`config.mk`:
```
export PLATFORM = sky130hd
export DESIGN_NAME = lfsr_parity_gen
export DESIGN_NICKNAME = d
export VERILOG_FILES = /design/src/rtl/lfsr_pkg.sv /design/src/rtl/lfsr_next.sv /design/src/rtl/lfsr_parity_gen.sv
export SDC_FILE = /design/constraint.sdc
export NUM_CORES = 1
export LEC_CHECK = 0
export CAP_MARGIN = 15
export CORE_ASPECT_RATIO = 0.8
export CORE_MARGIN = 5
export CORE_UTILIZATION = 35
export CTS_BUF_LIST = sky130_fd_sc_hd__clkbuf_8
export CTS_CLUSTER_DIAMETER = 200
export DETAILED_ROUTE_END_ITERATION = 7
export SLEW_MARGIN = 0
export SYNTH_ARGS = -nofsm -noshare
export SYNTH_HDL_FRONTEND = slang
export SYNTH_SLANG_ARGS = --single-unit
```
`constraint.sdc`:
```
create_clock -name clk -period 2 [get_ports clk]
set_clock_uncertainty 0.2 [all_clocks]
set_input_delay 0.4 -clock clk [delete_from_list [all_inputs] [get_ports clk]]
set_output_delay 0.4 -clock clk [all_outputs]
set_load 0.02 [all_outputs]
```
`src/rtl/lfsr_pkg.sv`:
```
// Shared definitions for the LFSR parity generator: update-form enum,
// default polynomial/seed constants and the parity helper.
package lfsr_pkg;

    // Update form of the shift register.
    typedef enum logic {
        FIB = 1'b0,
        GAL = 1'b1
    } lfsr_mode_e;

    // Default feedback mask (x^7 + x^6 + 1) and seed, kept 32 bits wide
    // so any legal WIDTH can slice them.
    localparam logic [31:0] DEFAULT_TAPS = 32'h0000_0060;
    localparam logic [31:0] DEFAULT_SEED = 32'h0000_0001;

    // Even parity of a zero-extended value (zero padding leaves the XOR unchanged).
    function automatic logic even_parity(input logic [31:0] value);
        return ^value;
    endfunction

endpackage

```
`src/rtl/lfsr_next.sv`:
```
// Combinational next-state function of the LFSR, in Fibonacci or Galois form.
module lfsr_next
    import lfsr_pkg::*;
#(
    parameter int               WIDTH = 7,
    parameter logic [WIDTH-1:0] TAPS  = DEFAULT_TAPS[WIDTH-1:0],
    parameter lfsr_mode_e       MODE  = FIB
) (
    input  logic [WIDTH-1:0] state,
    output logic [WIDTH-1:0] next_state
);

    // Select the update form; Fibonacci shifts the tap XOR in at the bottom,
    // Galois shifts right and folds the mask in when the bit leaving is set.
    always_comb begin
        next_state = state;
        case (MODE)
            FIB:     next_state = {state[WIDTH-2:0], ^(state & TAPS)};
            GAL:     next_state = (state >> 1'b1) ^ ({WIDTH{state[0]}} & TAPS);
            default: next_state = state;
        endcase
    end

endmodule

```
`src/rtl/lfsr_parity_gen.sv`:
```
// LFSR with registered even-parity output, step counter, wrap detection
// against a loadable seed register, and optional all-zero lockup recovery.
// Optional feature macro: LFSR_LOCKUP_RECOVER_EN (recover all-zero state to SEED).
module lfsr_parity_gen
    import lfsr_pkg::*;
#(
    parameter int               WIDTH = 7,
    parameter logic [WIDTH-1:0] TAPS  = DEFAULT_TAPS[WIDTH-1:0],
    parameter logic [WIDTH-1:0] SEED  = DEFAULT_SEED[WIDTH-1:0],
    parameter lfsr_mode_e       MODE  = FIB
) (
    input  logic             clk,
    input  logic             rst,
    input  logic             en,
    input  logic             step,
    input  logic             load,
    input  logic [WIDTH-1:0] seed_in,
    output logic [WIDTH:0]   lfsr_out,
    output logic [WIDTH-1:0] cnt,
    output logic             wrap,
    output logic             lockup
);

    // Registered state: lfsr_out_r holds {parity, state} so both update together.
    logic [WIDTH:0]   lfsr_out_r;
    logic [WIDTH-1:0] seed_r;
    logic [WIDTH-1:0] cnt_r;
    logic             wrap_r;
    logic             lockup_r;

    logic [WIDTH-1:0] state_s;
    logic [WIDTH-1:0] adv_state_s;
    logic             advance_s;
    logic             recover_s;
    logic [WIDTH-1:0] nxt_state_s;
    logic [WIDTH-1:0] nxt_seed_s;
    logic [WIDTH-1:0] nxt_cnt_s;
    logic             nxt_wrap_s;
    logic             nxt_lockup_s;

    localparam logic [WIDTH-1:0] ZERO_W = {WIDTH{1'b0}};
    localparam logic [WIDTH-1:0] ONE_W  = {{(WIDTH-1){1'b0}}, 1'b1};

    assign state_s   = lfsr_out_r[WIDTH-1:0];
    // en and step together still produce a single advance.
    assign advance_s = (en | step) & ~load;

`ifdef LFSR_LOCKUP_RECOVER_EN
    assign recover_s = (state_s == ZERO_W);
`else
    assign recover_s = 1'b0;
`endif

    lfsr_next #(
        .WIDTH (WIDTH),
        .TAPS  (TAPS),
        .MODE  (MODE)
    ) u_lfsr_next (
        .state      (state_s),
        .next_state (adv_state_s)
    );

    // Next-state decision: load beats advance; recovery beats normal stepping.
    always_comb begin
        nxt_state_s  = state_s;
        nxt_seed_s   = seed_r;
        nxt_cnt_s    = cnt_r;
        nxt_wrap_s   = 1'b0;
        nxt_lockup_s = 1'b0;
        if (load) begin
            nxt_state_s = seed_in;
            nxt_seed_s  = seed_in;
            nxt_cnt_s   = ZERO_W;
        end else if (advance_s) begin
            if (recover_s) begin
                // All-zero state cannot escape on its own; restart from SEED.
                nxt_state_s  = SEED;
                nxt_seed_s   = SEED;
                nxt_cnt_s    = ZERO_W;
                nxt_lockup_s = 1'b1;
            end else if (adv_state_s == seed_r) begin
                nxt_state_s = adv_state_s;
                nxt_cnt_s   = ZERO_W;
                nxt_wrap_s  = 1'b1;
            end else begin
                nxt_state_s = adv_state_s;
                nxt_cnt_s   = cnt_r + ONE_W;
            end
        end else begin
            nxt_state_s = state_s;
            nxt_cnt_s   = cnt_r;
        end
    end

    // State, seed, counter and pulse registers with synchronous active-low reset.
    always_ff @(posedge clk) begin
        if (!rst) begin
            lfsr_out_r <= {even_parity(32'(SEED)), SEED};
            seed_r     <= SEED;
            cnt_r      <= ZERO_W;
            wrap_r     <= 1'b0;
            lockup_r   <= 1'b0;
        end else begin
            lfsr_out_r <= {even_parity(32'(nxt_state_s)), nxt_state_s};
            seed_r     <= nxt_seed_s;
            cnt_r      <= nxt_cnt_s;
            wrap_r     <= nxt_wrap_s;
            lockup_r   <= nxt_lockup_s;
        end
    end

    assign lfsr_out = lfsr_out_r;
    assign cnt      = cnt_r;
    assign wrap     = wrap_r;
    assign lockup   = lockup_r;

endmodule

```
==> run summary, run 1 <==
run status: complete, no violations
dpl cell area: 0.00158 sq mm
PwrDens: 630 mW/mm^2
full die area: 0.00461 sq mm
Die Span X: 74.6 microns
initial antenna violation count: 0
CTS tree: yes
clock latency at the later pin of the worst-skew pair: 0.27 ns
synth warn: 0
Post-Syn Nets: 137
drt wl/cell: 13.3 microns
crit-path cells: clkdlybuf4s50_1
row count: 18
IO buf count: 27
commonest cells after routing, fill and taps aside: dfxtp_1, clkdlybuf4s50_1, buf_4
CTS H-tree lvls: 1
grt ovf: 0
Global Route Usage Sum: 13.1%
antenna violation net count after detailed routing: 0
Initial Util: 37.1%
cell area after layout: 0.00169 sq mm
Sink Count: 23
first-pass GRT wire length: 4.49 mm
1st-iter DRT viols: 20
Final setup viols: 0
Leakage Power: 0.684 nW
vias in the first global route: 982
core area: 0.00315 sq mm
Root Driver: clkbuf_8
post-synthesis sequential area ratio: 39.4%
# IOs: 29
clock transition at the registers of the reported paths: 0.08 ns
Critical path origin: lfsr_out[5]
Crit Path Max Fanout: 5
clk buf depth: 2
DP Cell Count: 202
FILL cells: 282
Top delay family on crit path: buffers and inverters
CTS buffer count: 3
Via density: 4.78
average size of a mapped cell: 9.43 sq um
Crit Path Class: reg -> out
Mapped Area: 0.00117 sq mm
chip height: 61.7 microns
Routed WL: 2.75 mm
nets: 181
post-synthesis cell type count: 32
Slowest-stage cell, CP: clkdlybuf4s50_1
final hold vios: 0
Worst IR Drop VDD: 0.389 mV
CP Data Required Time: 1.40 ns
hold_sp: seed_r[0]
synthesis-stage register bit count: 23
reg-to-reg startpoint: lfsr_out[5]
iteration count of the initial detailed-routing pass: 4
largest net degree at the start of global routing: 17
Critical Path Max Stage Delay: 0.66 ns
share of layout cells above drive strength 1: 20.4%
antenna fix cells: 0
via count: 990
Post-Layout Cell Count: 207
# DRC: 0
Post-DP HPWL: 2.09 mm
Hold WC Path Type: reg -> reg
Final Core Density: 53.7%
gpl congestion: 0.751
CP Buf/Inv Count: 1
Setup TNS: 0 ns
fmax: 511 MHz
P&R area growth vs syn: 44.8%
Startpoint Class: flop
CP endpoint kind: primary output
Max-cap violations: 0
Crit path arrival time: 1.36 ns
period utilization: 97.8%
synthesized instance count: 124
final worst path period need: 1.96 ns
RSZ-0062 raised after global routing: yes
# hold bufs at CTS: 0
Slew Limit Fails: 0
cells by family after synthesis:
kind of cell             synth area share, %
flip-flops                              39.4
adder cells (fa/ha/maj)                 1.07
AO/OA/AOI/OAI                           9.09
multiplexers                            5.13
buffers and inverters                   4.92
AND/OR/NAND/NOR                         26.6
other                                  0.321
XOR/XNOR                                13.5
synthesized netlist by cell type, drive strengths merged:
cell    number  area share (%)
a221o        5             4.3
ha           1             1.1
dfxtp       23              39
a21o         1            0.64
buf          7             4.3
o21ai        1            0.43
inv          1            0.32
nor2         9             2.9
a21oi        4             1.7
nand2b       2             1.1
o311ai       1            0.75
and3         2             1.1
xor2         8             6.0
a211oi       1            0.64
xnor2       10             7.5
and2         6             3.3
nor4b        5             3.7
nor4         1             1.1
clkbuf       1            0.32
nand4        4             2.1
mux2i        6             5.1
a21boi       1            0.64
conb         1            0.32
nor3         2            0.86
or4b         2             1.7
or2b         1            0.64
nand2        7             2.2
nor2b       10             5.3
or2          1            0.54
where the power goes:
part / internal [mW] / total (mW) / switching, mW
Combinational: 0.147 / 0.268 / 0.121
Sequential: 0.484 / 0.507 / 0.0231
Clock: 0.139 / 0.292 / 0.152
registers in the layout, indices dropped and copies added, names as in the netlist:
register  flops
seed_r        7
wrap          1
lfsr_out      8
cnt           7
through the flow:
| stage | setup slack, ns | hold WS, ns | total power, mW |
|---|---|---|---|
| 2_1_floorplan | -0.0159 | 0.263 | 0.660 |
| 3_5_place_dp | -0.478 | 0.284 | 0.769 |
| 3_3_place_gp | -0.531 | 0.280 | 0.767 |
| 6_report | 0.0434 | 0.300 | 1.07 |
| 4_1_cts | 0.00982 | 0.304 | 1.07 |
| 5_1_grt | 0.00957 | 0.351 | 1.12 |
path summary, 6_finish.rpt:
kind	end	slack, ns	cells past startpoint
worst max register to register	cnt[2]	0.17	5
worst min register to register	seed_r[0]	0.30	2
worst min-delay path	seed_r[0]	0.30	2
worst max-delay path	lfsr_out[5]	0.04	1
metal layers:
layer | up-vias | track usage (%) | part of all wire (%)
met3 | 2 | 3.54 | 4.5
met2 | 16 | 21.8 | 46
met1 | 457 | 16.7 | 48
met4 | 0 | 3.81 | 0.80
met5 | - | 0 | 0
li1 | 515 | - | -
tightest hold or removal path, delay by kind of cell, from the launching register on:
family	cells	cell delay, ns
flip-flops	1	0.35
multiplexers	1	0.07
AND/OR/NAND/NOR	1	0.05
layout make-up:
class / instances / area [sq um] / area share (%)
Clock buffer: 3 / 41.3 / 2.44
Clock inverter: 1 / 5.00 / 0.295
Inverter: 1 / 3.75 / 0.222
Multi-Input combinational cell: 92 / 706 / 41.7
Sequential cell: 23 / 460 / 27.2
Tap cell: 40 / 50.0 / 2.95
Timing Repair Buffer: 47 / 428 / 25.3
timing repair:
item | 4_1_cts | 5_1_grt
setup endpoints to repair | 4 | 7
resized for setup | 7 | 12
pin swaps | 3 | 4
buffers inserted | 1 | 0
No activity file was read; power rests on OpenSTA's default activity.
==> run 2, diff against run 1 <==
--- a/config.mk
+++ b/config.mk
@@ -6,7 +6,7 @@
 export NUM_CORES = 1
 export LEC_CHECK = 0
 export CAP_MARGIN = 15
-export CORE_ASPECT_RATIO = 0.8
+export CORE_ASPECT_RATIO = 0.75
 export CORE_MARGIN = 5
 export CORE_UTILIZATION = 35
 export CTS_BUF_LIST = sky130_fd_sc_hd__clkbuf_8
==> run 2 against run 1 <==
Against the previous run: count of clock-buffer cells in the layout is the same; combinational power grew 3%; wire length grew 6.1%; first-iteration DRC count grew to 3.9 times the previous value; largest cell class unchanged.
==> run summary, run 2 (synthesized netlist as in run 1, its figures left out) <==
Post-DP HPWL: 2.19 mm (+4.8%)
largest net degree at the start of global routing: 15 (-2)
Crit Path Max Fanout: 7 (+2)
Via density: 4.84 (+1.1%)
fmax: 511 MHz (about the same)
Max-cap violations: 0 (unchanged)
antenna fix cells: 0 (unchanged)
Slew Limit Fails: 0 (unchanged)
worst hold stages: 2 (unchanged)
PwrDens: 623 mW/mm^2 (-1.1%)
setup ws final: 0.0440 ns (+0.000513 ns)
Reg2Reg Depth: 6 (+1)
met1 Use GR: 17.6% (+0.83 points)
core area: 0.00327 sq mm (+3.6%)
first-pass GRT wire length: 4.87 mm (+8.6%)
Post-Layout Cell Count: 209 (+0.97%)
max reg flops: 8 (unchanged)
clock latency at the later pin of the worst-skew pair: 0.26 ns (about the same)
Die Span X: 76.8 microns (+2.8%)
busiest grt layer: met2
via count: 1011 (+2.1%)
CTS tree: yes
FILL cells: 300 (+6.4%)
grt ovf: 0 (unchanged)
chip height: 60.1 microns (-2.7%)
Final Core Density: 52.3% (-1.5 points)
1st-iter DRT viols: 77 (+290%)
Sink Count: 23 (unchanged)
nets: 183 (+1.1%)
Crit Path Class: in -> reg
Routed WL: 2.92 mm (+6.1%)
# DRC: 0 (unchanged)
gpl congestion: 0.805 (+7.3%)
# hold bufs at CTS: 0 (unchanged)
final hold vios: 0 (unchanged)
clock transition at the registers of the reported paths: 0.08 ns (about the same)
period utilization: 97.8% (about the same)
Root Driver: clkbuf_8
RSZ-0062 raised after global routing: no
Worst IR Drop VDD: 0.308 mV (-21%)
met3 usage: 3.46% (-0.073 points)
vias in the first global route: 997 (+1.5%)
final worst path period need: 1.96 ns (-0.000513 ns)
Hold WC Path Type: reg -> reg
commonest cells after routing, fill and taps aside: dfxtp_1, clkdlybuf4s50_1, buf_4
Startpoint Class: input pin
initial antenna violation count: 0 (unchanged)
Final setup viols: 0 (unchanged)
CTS H-tree lvls: 1 (unchanged)
drt wl/cell: 14.0 microns (+5.1%)
Global Route Usage Sum: 13.3% (+0.29 points)
Setup WS pre-CTS: -0.451 ns (+0.0265 ns)
share of layout cells above drive strength 1: 21.9% (+1.5 points)
# IOs: 29 (unchanged)
P&R area growth vs syn: 45.9%
DP Cell Count: 202 (unchanged)
Leakage Power: 0.692 nW (+1.2%)
run status: complete, no violations
Setup TNS: 0 ns (unchanged)
row count: 18 (unchanged)
Initial Util: 35.8% (-1.3 points)
antenna violation net count after detailed routing: 0 (unchanged)
full die area: 0.00461 sq mm (+0.11%)
CTS buffer count: 3 (unchanged)
total power: 1.06 mW (-0.36%)
iteration count of the initial detailed-routing pass: 4 (unchanged)
Crit path arrival time: 1.92 ns (+0.56 ns)
met2 Track Usage GR: 21.4% (-0.37 points)
IO buf count: 27 (unchanged)
clk buf depth: 2 (unchanged)
CP endpoint kind: flop
CP Data Required Time: 1.96 ns (+0.56 ns)
run 2: stage by stage:
stage / hold slack (ns) / cell area [sq um]
floorplan: 0.263 / 1170
global placement: 0.279 / 1580
detailed placement: 0.280 / 1580
CTS: 0.301 / 1680
global route: 0.329 / 1710
finish: 0.294 / 1710
run 2: layer usage:
| layer | wire length, microns | up-vias |
|---|---|---|
| met5 | 0 | - |
| met1 | 1440 | 477 |
| met2 | 1360 | 14 |
| met4 | 42 | 0 |
| met3 | 80 | 5 |
| li1 | - | 515 |
run 2: timing repair:
action | in CTS | in global routing
pin swaps | 5 | 3
buffers inserted | 2 | 1
gates resized for setup | 12 | 3
cloned | 0 | 0
endpoints found under the setup margin | 2 | 2
run 2: path summary, 6_finish.rpt:
check	startpoint	end	slack, ns
max	en	lfsr_out[7]	0.04
min	seed_r[0]	seed_r[0]	0.29
max reg2reg	lfsr_out[1]	lfsr_out[7]	0.13
min reg2reg	seed_r[0]	seed_r[0]	0.29
run 2: final cells by class:
class / count / area [sq um] / share of cell area, %
multi-input cells: 92 / 704 / 41.3
well taps: 40 / 50.0 / 2.93
inverters: 1 / 3.75 / 0.220
flip-flops and latches: 23 / 460 / 27.0
clock inverters: 1 / 5.00 / 0.293
clock buffers: 3 / 41.3 / 2.42
repair buffers: 49 / 442 / 25.9
run 2: worst max-delay path, cell delays in order:
cell and delay (ns):
dlygate4sd2_1 0.26, or2_4 0.29, a221o_1 0.36, xor2_2 0.20, xnor2_1 0.19, xnor2_1 0.15, nand2_1 0.07
run 2: power by group:
part           leakage (nW)  switching [mW]  internal (mW)
clock network        0.0255           0.145          0.139
registers             0.189          0.0199          0.484
logic                 0.478           0.125          0.150
total                 0.692           0.289          0.773
